===== src/rtl/alu_pkg.sv =====
// Shared definitions for the sequential ALU: opcode values and FSM state encoding.
package alu_pkg;

  localparam logic [2:0] OP_PASS = 3'd0;
  localparam logic [2:0] OP_ADD  = 3'd1;
  localparam logic [2:0] OP_SUB  = 3'd2;
  localparam logic [2:0] OP_MUL  = 3'd3;
  localparam logic [2:0] OP_INC  = 3'd4;
  localparam logic [2:0] OP_AND  = 3'd5;
  localparam logic [2:0] OP_OR   = 3'd6;
  localparam logic [2:0] OP_XOR  = 3'd7;

  typedef enum logic [1:0] {
    ST_IDLE = 2'd0,
    ST_MUL  = 2'd1,
    ST_DONE = 2'd2
  } state_e;

endpackage


===== src/rtl/alu_seq_mul.sv =====
// Iterative shift-add multiplier core: loads on start, runs N steps, pulses done
// with the full 2N-bit product held in the accumulator.
module mul_seq #(
  parameter  int N  = 12,
  localparam int CW = $clog2(N) + 1
) (
  input  logic           clk,
  input  logic           rst,
  input  logic           start,
  input  logic [N-1:0]   a,
  input  logic [N-1:0]   b,
  output logic           done,
  output logic [2*N-1:0] product
);

  logic [2*N-1:0] mcand_q, mcand_d;
  logic [N-1:0]   mplier_q, mplier_d;
  logic [2*N-1:0] acc_q, acc_d;
  logic [CW-1:0]  cnt_q, cnt_d;
  logic           busy_q, busy_d;
  logic           done_q, done_d;

  always_comb begin
    mcand_d  = mcand_q;
    mplier_d = mplier_q;
    acc_d    = acc_q;
    cnt_d    = cnt_q;
    busy_d   = busy_q;
    done_d   = 1'b0;
    if (start) begin
      mcand_d  = {{N{1'b0}}, a};
      mplier_d = b;
      acc_d    = '0;
      cnt_d    = '0;
      busy_d   = 1'b1;
    end else if (busy_q) begin
      if (mplier_q[0]) begin
        acc_d = acc_q + mcand_q;
      end
      mcand_d  = mcand_q << 1;
      mplier_d = mplier_q >> 1;
      cnt_d    = cnt_q + CW'(1);
      // Always run all N steps so latency is independent of operand values.
      if (cnt_q == CW'(N - 1)) begin
        busy_d = 1'b0;
        done_d = 1'b1;
      end
    end
  end

  always_ff @(posedge clk or posedge rst) begin
    if (rst) begin
      mcand_q  <= '0;
      mplier_q <= '0;
      acc_q    <= '0;
      cnt_q    <= '0;
      busy_q   <= 1'b0;
      done_q   <= 1'b0;
    end else begin
      mcand_q  <= mcand_d;
      mplier_q <= mplier_d;
      acc_q    <= acc_d;
      cnt_q    <= cnt_d;
      busy_q   <= busy_d;
      done_q   <= done_d;
    end
  end

  assign done    = done_q;
  assign product = acc_q;

endmodule


===== src/rtl/alu_seq.sv =====
// Sequential ALU with valid/ready on both sides; single-cycle ops resolve on accept,
// MUL is handed to mul_seq and the result is captured when it signals done.
//
// state   | meaning
// ST_IDLE | waiting for an operation, in_ready=1
// ST_MUL  | multiplier iterating, in_ready=0
// ST_DONE | result/flags valid and held until out_ready
module alu_seq
  import alu_pkg::*;
#(
  parameter int N = 12
) (
  input  logic         clk,
  input  logic         rst,
  input  logic         in_valid,
  output logic         in_ready,
  input  logic [2:0]   alu_op,
  input  logic [N-1:0] in1,
  input  logic [N-1:0] in2,
  output logic         out_valid,
  input  logic         out_ready,
  output logic [N-1:0] alu_out,
  output logic         z,
  output logic         c
);

  state_e         state_q, state_d;
  logic [N-1:0]   res_q, res_d;
  logic           z_q, z_d;
  logic           c_q, c_d;

  logic           accept;
  logic           mul_start;
  logic           mul_done;
  logic [2*N-1:0] mul_prod;

  logic [N:0]     add_sum;
  logic [N:0]     sub_diff;
  logic [N:0]     inc_sum;
  logic [N-1:0]   op_res;
  logic           op_c;

  assign in_ready  = (state_q == ST_IDLE) | ((state_q == ST_DONE) & out_ready);
  assign accept    = in_valid & in_ready;
  assign mul_start = accept & (alu_op == OP_MUL);

  mul_seq #(.N(N)) u_mul (
    .clk     (clk),
    .rst     (rst),
    .start   (mul_start),
    .a       (in1),
    .b       (in2),
    .done    (mul_done),
    .product (mul_prod)
  );

  // Single-cycle datapath; the top bit of sub_diff is the borrow (in1 < in2).
  always_comb begin
    add_sum  = {1'b0, in1} + {1'b0, in2};
    sub_diff = {1'b0, in1} - {1'b0, in2};
    inc_sum  = {1'b0, in1} + (N+1)'(1);
    op_res   = in1;
    op_c     = 1'b0;
    case (alu_op)
      OP_PASS: op_res = in1;
      OP_ADD:  begin op_res = add_sum[N-1:0];  op_c = add_sum[N];  end
      OP_SUB:  begin op_res = sub_diff[N-1:0]; op_c = sub_diff[N]; end
      OP_INC:  begin op_res = inc_sum[N-1:0];  op_c = inc_sum[N];  end
      OP_AND:  op_res = in1 & in2;
      OP_OR:   op_res = in1 | in2;
      OP_XOR:  op_res = in1 ^ in2;
      default: op_res = in1;
    endcase
  end

  always_comb begin
    state_d = state_q;
    res_d   = res_q;
    z_d     = z_q;
    c_d     = c_q;
    case (state_q)
      ST_IDLE, ST_DONE: begin
        if (accept) begin
          if (alu_op == OP_MUL) begin
            state_d = ST_MUL;
          end else begin
            state_d = ST_DONE;
            res_d   = op_res;
            c_d     = op_c;
            z_d     = (op_res == '0);
          end
        end else if ((state_q == ST_DONE) && out_ready) begin
          state_d = ST_IDLE;
        end
      end
      ST_MUL: begin
        if (mul_done) begin
          state_d = ST_DONE;
          res_d   = mul_prod[N-1:0];
          c_d     = |mul_prod[2*N-1:N];
          z_d     = (mul_prod[N-1:0] == '0);
        end
      end
      default: state_d = ST_IDLE;
    endcase
  end

  always_ff @(posedge clk or posedge rst) begin
    if (rst) begin
      state_q <= ST_IDLE;
      res_q   <= '0;
      z_q     <= 1'b0;
      c_q     <= 1'b0;
    end else begin
      state_q <= state_d;
      res_q   <= res_d;
      z_q     <= z_d;
      c_q     <= c_d;
    end
  end

  assign out_valid = (state_q == ST_DONE);
  assign alu_out   = res_q;
  assign z         = z_q;
  assign c         = c_q;

endmodule


===== config.mk =====
export PLATFORM = sky130hd
export DESIGN_NAME = alu_seq
export DESIGN_NICKNAME = d
export VERILOG_FILES = /design/src/rtl/alu_pkg.sv /design/src/rtl/alu_seq_mul.sv /design/src/rtl/alu_seq.sv
export SDC_FILE = /design/constraint.sdc
export NUM_CORES = 1
export LEC_CHECK = 0
export ABC_CLOCK_PERIOD_IN_PS = 3300
export CORE_MARGIN = 2
export CORE_UTILIZATION = 61
export CTS_CLUSTER_SIZE = 12
export DETAILED_ROUTE_END_ITERATION = 6
export PLACE_DENSITY = 0.89
export SETUP_SLACK_MARGIN = 0.2
export SYNTH_ARGS = -nofsm -noshare
export SYNTH_HDL_FRONTEND = slang
export SYNTH_SLANG_ARGS = --single-unit

===== constraint.sdc =====
create_clock -name clk -period 3.3 [get_ports clk]
set_input_delay 0.66 -clock clk [delete_from_list [all_inputs] [get_ports clk]]
set_output_delay 0.66 -clock clk [all_outputs]
set_load 0.02 [all_outputs]

Yosys cells after proc, flatten, opt, wreduce, memory -nomap -nowiden
Index checks and enable logic that the tools add are counted.
{"block": "classes", "add_sub_neg": 5, "eq_ne": 14, "mux": 34, "bitwise_logic": 7, "n_reduce_logical": 12}
{"cell": "two-way mux 24 bit", "count": 5}
{"cell": "one-hot mux 12 bit (6 select lines)", "count": 1}
{"cell": "two-way mux 12 bit", "count": 5}
{"cell": "adder 24 bit", "count": 1}
{"cell": "zero test 12 bit", "count": 2}
{"cell": "one-hot mux 12 bit (2 select lines)", "count": 1}
{"cell": "adder 12 x 1 -> 13 bit, second input constant", "count": 1}
{"cell": "adder 12 x 12 -> 13 bit", "count": 1}
{"cell": "subtractor 12 x 12 -> 13 bit", "count": 1}
{"cell": "bitwise AND 12 bit", "count": 1}
{"cell": "equality test 3 bit, second input constant", "count": 4}
{"cell": "two-way mux 1 bit", "count": 12}
{"cell": "OR 12 bit", "count": 1}
{"cell": "OR reduction 12 bit", "count": 1}
{"cell": "XOR 12 bit", "count": 1}
{"cell": "two-way mux 5 bit", "count": 2}
{"cell": "two-way mux 2 bit", "count": 4}
{"cell": "equality test 3 x 2 -> 1 bit, second input constant", "count": 2}
{"cell": "nonzero test 2 bit", "count": 3}
{"cell": "adder 5 x 1 -> 5 bit, second input constant", "count": 1}
{"cell": "equality test 5 x 4 -> 1 bit, second input constant", "count": 1}
{"cell": "inequality test 2 bit, second input constant", "count": 2}
{"cell": "one-hot mux 1 bit (2 select lines)", "count": 2}
{"cell": "one-hot mux 2 bit (2 select lines)", "count": 1}
{"cell": "other kinds (13)", "count": 16}
{"block": "word_totals", "regBits": 83, "output_inout_bits": 16}

Logic depth before layout (Yosys ltp)
{"block": "depth", "word_depth": 7, "ltp_mapped": 13}

Hierarchy
A second synthesis with hierarchy kept.
{"block": "hier_totals", "cells_unflattened": 868, "area_unflattened_um2": 7234.4}
{"mod": "mul_seq", "instances": 1, "cells_each": 435, "area_per_inst_um2": 4028.9, "seq_area_each_um2": 1676.6}
{"mod": "alu_seq", "instances": 1, "cells_each": 433, "area_per_inst_um2": 3205.6, "seq_area_each_um2": 400.4}

Least setup slack after synthesis
OpenSTA, ideal clock, no wires.
{"block": "synth_path", "kind": "input-to-reg", "start": "input port in1[2]", "end": "register res_q[11] (netlist: alu_out[11])", "arrival_time_ps": 2921, "required_time_ps": 3175, "setup_slack_ps": 254, "stages": 13, "cell_sequence": "buf_2 -> inv_1 -> ha_1 -> buf_2 -> or2_1 -> a31oi_1 -> nor3b_1 -> o211a_1 -> o2111ai_1 -> o211ai_1 -> a211oi_2 -> a21oi_1 -> mux2_2"}
{"block": "synth_via", "elab_chain_len": 5, "elab_cells_between_ends": 7, "classes_between": "add/sub (3); mux (4)"}
{"element": "from (decl)", "line_no": "alu_seq.sv:18", "text": "input logic [N-1:0] in1,"}
{"element": "adder 12 x 1 -> 13 bit (tied with other cells)", "line_no": "alu_seq.sv:61", "text": "inc_sum = {1'b0, in1} + (N+1)'(1);"}
{"element": "one-hot mux 12 bit (6 select lines) *", "line_no": "alu_seq.sv:64", "text": "case (alu_op)"}
{"element": "two-way mux 12 bit *", "line_no": "alu_seq.sv:84", "text": "if (alu_op == OP_MUL) begin"}
{"element": "two-way mux 12 bit *", "line_no": "alu_seq.sv:83", "text": "if (accept) begin"}
{"element": "one-hot mux 12 bit (2 select lines) *", "line_no": "alu_seq.sv:81", "text": "case (state_q)"}
{"element": "to (signal assigned)", "line_no": "alu_seq.sv:116", "text": "res_q <= res_d;"}
{"element": "to (decl)", "line_no": "alu_seq.sv:28", "text": "logic [N-1:0] res_q, res_d;"}
Mark *: on every way between the ends. The rest lies on a longest branch, timed or not. The select of a mux whose other input is x is not followed.
A chain may end at the register's enable or synchronous reset.

Worst setup path in the final report
{"block": "layout_path", "start": "input port in2[2]", "end": "register z_q (netlist: z)"}
{"block": "layout_via", "elab_chain_len": 6, "elab_cells_between_ends": 10, "classes_between": "add/sub (2); mux (4); bitwise (3); reduce/logical (1)"}
{"element": "from (decl)", "line_no": "alu_seq.sv:19", "text": "input logic [N-1:0] in2,"}
{"element": "subtractor 12 x 12 -> 13 bit (tied with other cells)", "line_no": "alu_seq.sv:60", "text": "sub_diff = {1'b0, in1} - {1'b0, in2};"}
{"element": "one-hot mux 12 bit (6 select lines) *", "line_no": "alu_seq.sv:64"}
{"element": "zero test 12 bit *", "line_no": "alu_seq.sv:90", "text": "z_d = (op_res == '0);"}
{"element": "two-way mux 1 bit *", "line_no": "alu_seq.sv:84"}
{"element": "two-way mux 1 bit *", "line_no": "alu_seq.sv:83"}
{"element": "one-hot mux 1 bit (2 select lines) *", "line_no": "alu_seq.sv:81"}
{"element": "to (signal assigned)", "line_no": "alu_seq.sv:117", "text": "z_q <= z_d;"}
{"element": "to (decl)", "line_no": "alu_seq.sv:29", "text": "logic z_q, z_d;"}
Marked as above.

==> results.md <==
- Setup violators final: 0
- Max Slew Vio Count: 0
- Setup tns final: 0 ps
- Final Critical Period: between 2000 and 3000 ps
- Share of the clock period used by the worst path: about nine tenths
- IO Count: 47
- Syn avg cell area: approximately 8.2 µm²
- Crit start category: primary input
- # rows: 39
- Ant diodes: 0
- Cell Int Power: approximately 3.2 mW
- Port Buffers: 46
- Synthesized flop and latch total: 83
- CP max FO: 4
- Net Switching: between 2 and 2.5 mW
- Fraction of registers with async set/reset: between 90% and 100%
- Initial drt markers: 856
- CTS sink cnt: 83
- CP top delay family: simple AND/OR/NAND/NOR gates
- Clock power frac: between 10% and 20%
- Post-Route WL: ~22000 µm
- Grt ovf: 0
- Wire length per cell after detailed routing: 19.7 µm
- First-pass detailed-route iteration total: 7
- Initial antenna violation count: 0
- CP max stage cell: clkdlybuf4s50_1
- WP buf/inv: 4
- DP Area: 8390 µm²
- Die W: roughly 110 µm
- Most frequent cells after synthesis: 84 x nand2_1, 83 x dfrtp_1, 79 x nor2_1, 78 x a21oi_1, 65 x ha_1
- Routed Antenna Nets: 0
- Cells along the critical path: clkdlybuf4s50_1, inv_1, ha_4, buf_4, nor3_2, a21oi_2, buf_4, nand3_1, nand3_1, nor3b_1, o32a_2, nor4_4, nand4b_1, o21ai_1
- Clock root cell: clkbuf_16
- Status: finished clean
- Clk Latency, worst-skew pair: 350 ps
- Synth-to-Final Area Change: 25.8%
- Initial core utilization: between 60 and 70%
- Residual DRC: 0
- Top-count cell post-synth: nand2_1
- Max Fclk: about 340 MHz
- GRT Total Usage: a little over a third
- Synthesized area: just over 7000 µm²
- Sequential element share of the synthesized area: between 20% and 30%
- H-Tree Depth: 3
- Global-route wire length before repair: between 30000 and 40000 µm
- CP max stage delay: 480 ps
- Sequential power share: between 30 and 40%
- Post-synth EDFFs: 0
- Worst-path clk slew: ~70 ps
- Worst Skew: 10.2 ps
- Critical Path Sink Type: register
- Hold Vio Cnt, Final: 0
- Largest area contributor in the netlist: dfrtp_1
- RSZ-0062 raised after global routing: true
- Slew of the pin with the lowest slew margin: approximately 900 ps
- Area contributors post-synth: dfrtp_1 29%, ha_1 11%, mux2i_1 6.9%
- TritonCTS Buffers: 9
- Vias in the first global route: ~6900
- Synth Flop Type: dfrtp_1
- Max cap viols: 0
- Final core occ: around four fifths
- CP arrival: 3260 ps
- Gpl congestion: 1.07
- CTS tree: done
- Synthesized Nets: between 900 and 1000
- Crit path depth: 14
- Power per cell area: slightly above 600 nW/µm²
- Share of the synthesized area in the top cell type: 29.3%
- Clock Path Buffers: 2
- Netlist cell types: 79
- Yosys warning count: 0
- Core Area: around 11000 µm²
- Detailed-route via count: 7214
- VDD IR-drop max: ~0.00065 V
- Hold depth: 2
- Via density: 6.37
- Sw frac: a little over two fifths
- Slew HR: between 30% and 40%
- Worst Reg2Reg Path Length in Cells: 12
- Layout cell share with drive strength beyond 1: between 10% and 20%
- Worst hold-check slack: 524 ps
- Placed wire-length estimate: 16600 µm
- Design area: just under 9000 µm²
- Die Span Y: ~110 µm
- LEAKAGE: 4.37 nW
- Die Area: 12500 µm²
- Path type of the worst min-delay path: register to register
- Synthesized instance count: between 800 and 900
- Total chip power: ~5.5 mW
- Largest net degree at the start of global routing: between 50 and 60
- Combinational group share of total power: about half
- Final nets: approximately 1100
- Setup CP Type: primary input to register
- Worst endpoint required time: ~3600 ps
## flip-flops by register name, summed over array words and instances (netlist names)
name,cells
u_mul.cnt_q,5
u_mul.busy_q,1
c,1
u_mul.mcand_q,24
u_mul.done,1
u_mul.mplier_q,12
u_mul.product,24
z,1
alu_out,12
state_q,2
## path summary, 6_finish.rpt
kind                                        from                end  slack [ps]
worst min register to register        alu_out[7]         alu_out[7]         520
worst max-delay path                      in2[2]                  z         320
worst min-delay path                  alu_out[7]         alu_out[7]         520
min in group asynchronous                    rst  u_mul.mplier_q[5]         630
worst max register to register  u_mul.product[0]  u_mul.product[20]         340
max in group asynchronous                    rst         alu_out[7]        2000
## final cells by class
cell class	count	area [µm²]
timing repair buffer	164	1400
tap	143	179
multi-input combinational	679	4790
inverter	48	181
clock buffer	12	256
clock inverter	4	31.3
fill	769	2450
sequential	83	2080
## stage by stage
stage | setup slack [ps] | instances
2_1_floorplan | 254 | 859
3_3_place_gp | -261 | 1111
3_5_place_dp | -332 | 1111
4_1_cts | 201 | 1128
5_1_grt | 166 | 1133
6_report | 319 | 1133
## layer usage
metal  vias up  part of all wire, %  track usage (%)
met1      3403                   42             48.5
li1       3349                    -                -
met3        83                  8.1             7.46
met4         0                  3.9             14.7
met5         -                    0                0
met2       379                   46             55.8
## cell usage in the layout, fill, tap and decap left out, types with 6 or more instances in the layout
cell type        netlist  final
buf_4                  1    115
nand2_1               84     84
dfrtp_1               83     82
nor2_1                79     79
a21oi_1               78     75
ha_1                  65     57
o21ai_0               59     53
mux2i_1               49     49
inv_1                 48     44
clkdlybuf4s50_1        0     37
nand3_1               21     21
nor3_1                19     18
xor2_1                16     16
xnor2_1               16     16
a21o_1                11     11
a211oi_1              11     10
nand4_1               10     10
clkbuf_16              0      9
nand2b_1               8      8
nor4_1                 8      8
o221ai_1               8      8
and3_1                 8      7
o21bai_1               8      7
o21ai_1                5      7
o211ai_1               6      6
dlymetal6s2s_1         0      6
## kinds of logic (layout without fill, tap and decap cells)
group	Yosys count	after routing	share of synthesized area [%]
AOI/OAI and AO/OA	250	250	22.6
xor gates and xnor gates	32	32	3.96
adders and majority gates	68	68	12.3
buffers and inverters	97	228	5.65
DFF	83	83	29.3
muxes	50	50	7.08
and+or+nand+nor	279	279	19.1
## power groups by stage
| stage | Clock (mW) | Combinational (mW) | Sequential [mW] |
|---|---|---|---|
| floorplan | 0 | 1.80 | 1.70 |
| global placement | 0 | 2.51 | 1.74 |
| detailed placement | 0 | 2.60 | 1.76 |
| CTS | 0.988 | 2.65 | 1.75 |
| global route | 1.02 | 2.99 | 1.81 |
| finish | 0.973 | 2.76 | 1.76 |
## worst reg2reg max path: stages, from the launching register on
cell and delay [ps]:
dfrtp_1 430, ha_1 250, inv_1 70, fa_1 380, nand2b_1 180, a21oi_1 220, o2bb2ai_1 150, o21ai_2 260
nand4_1 240, a311oi_2 300, xor2_1 160, nand2_1 70, a21oi_1 170
## what timing repair did
| action | CTS | global route |
|---|---|---|
| setup buffers | 1 | 5 |
| gates resized for setup | 17 | 34 |
| pin swaps | 10 | 18 |
| hold buffers | 0 | 0 |
| setup endpoints to repair | 7 | 12 |
Note: power is estimated with default switching activity, not from simulation.
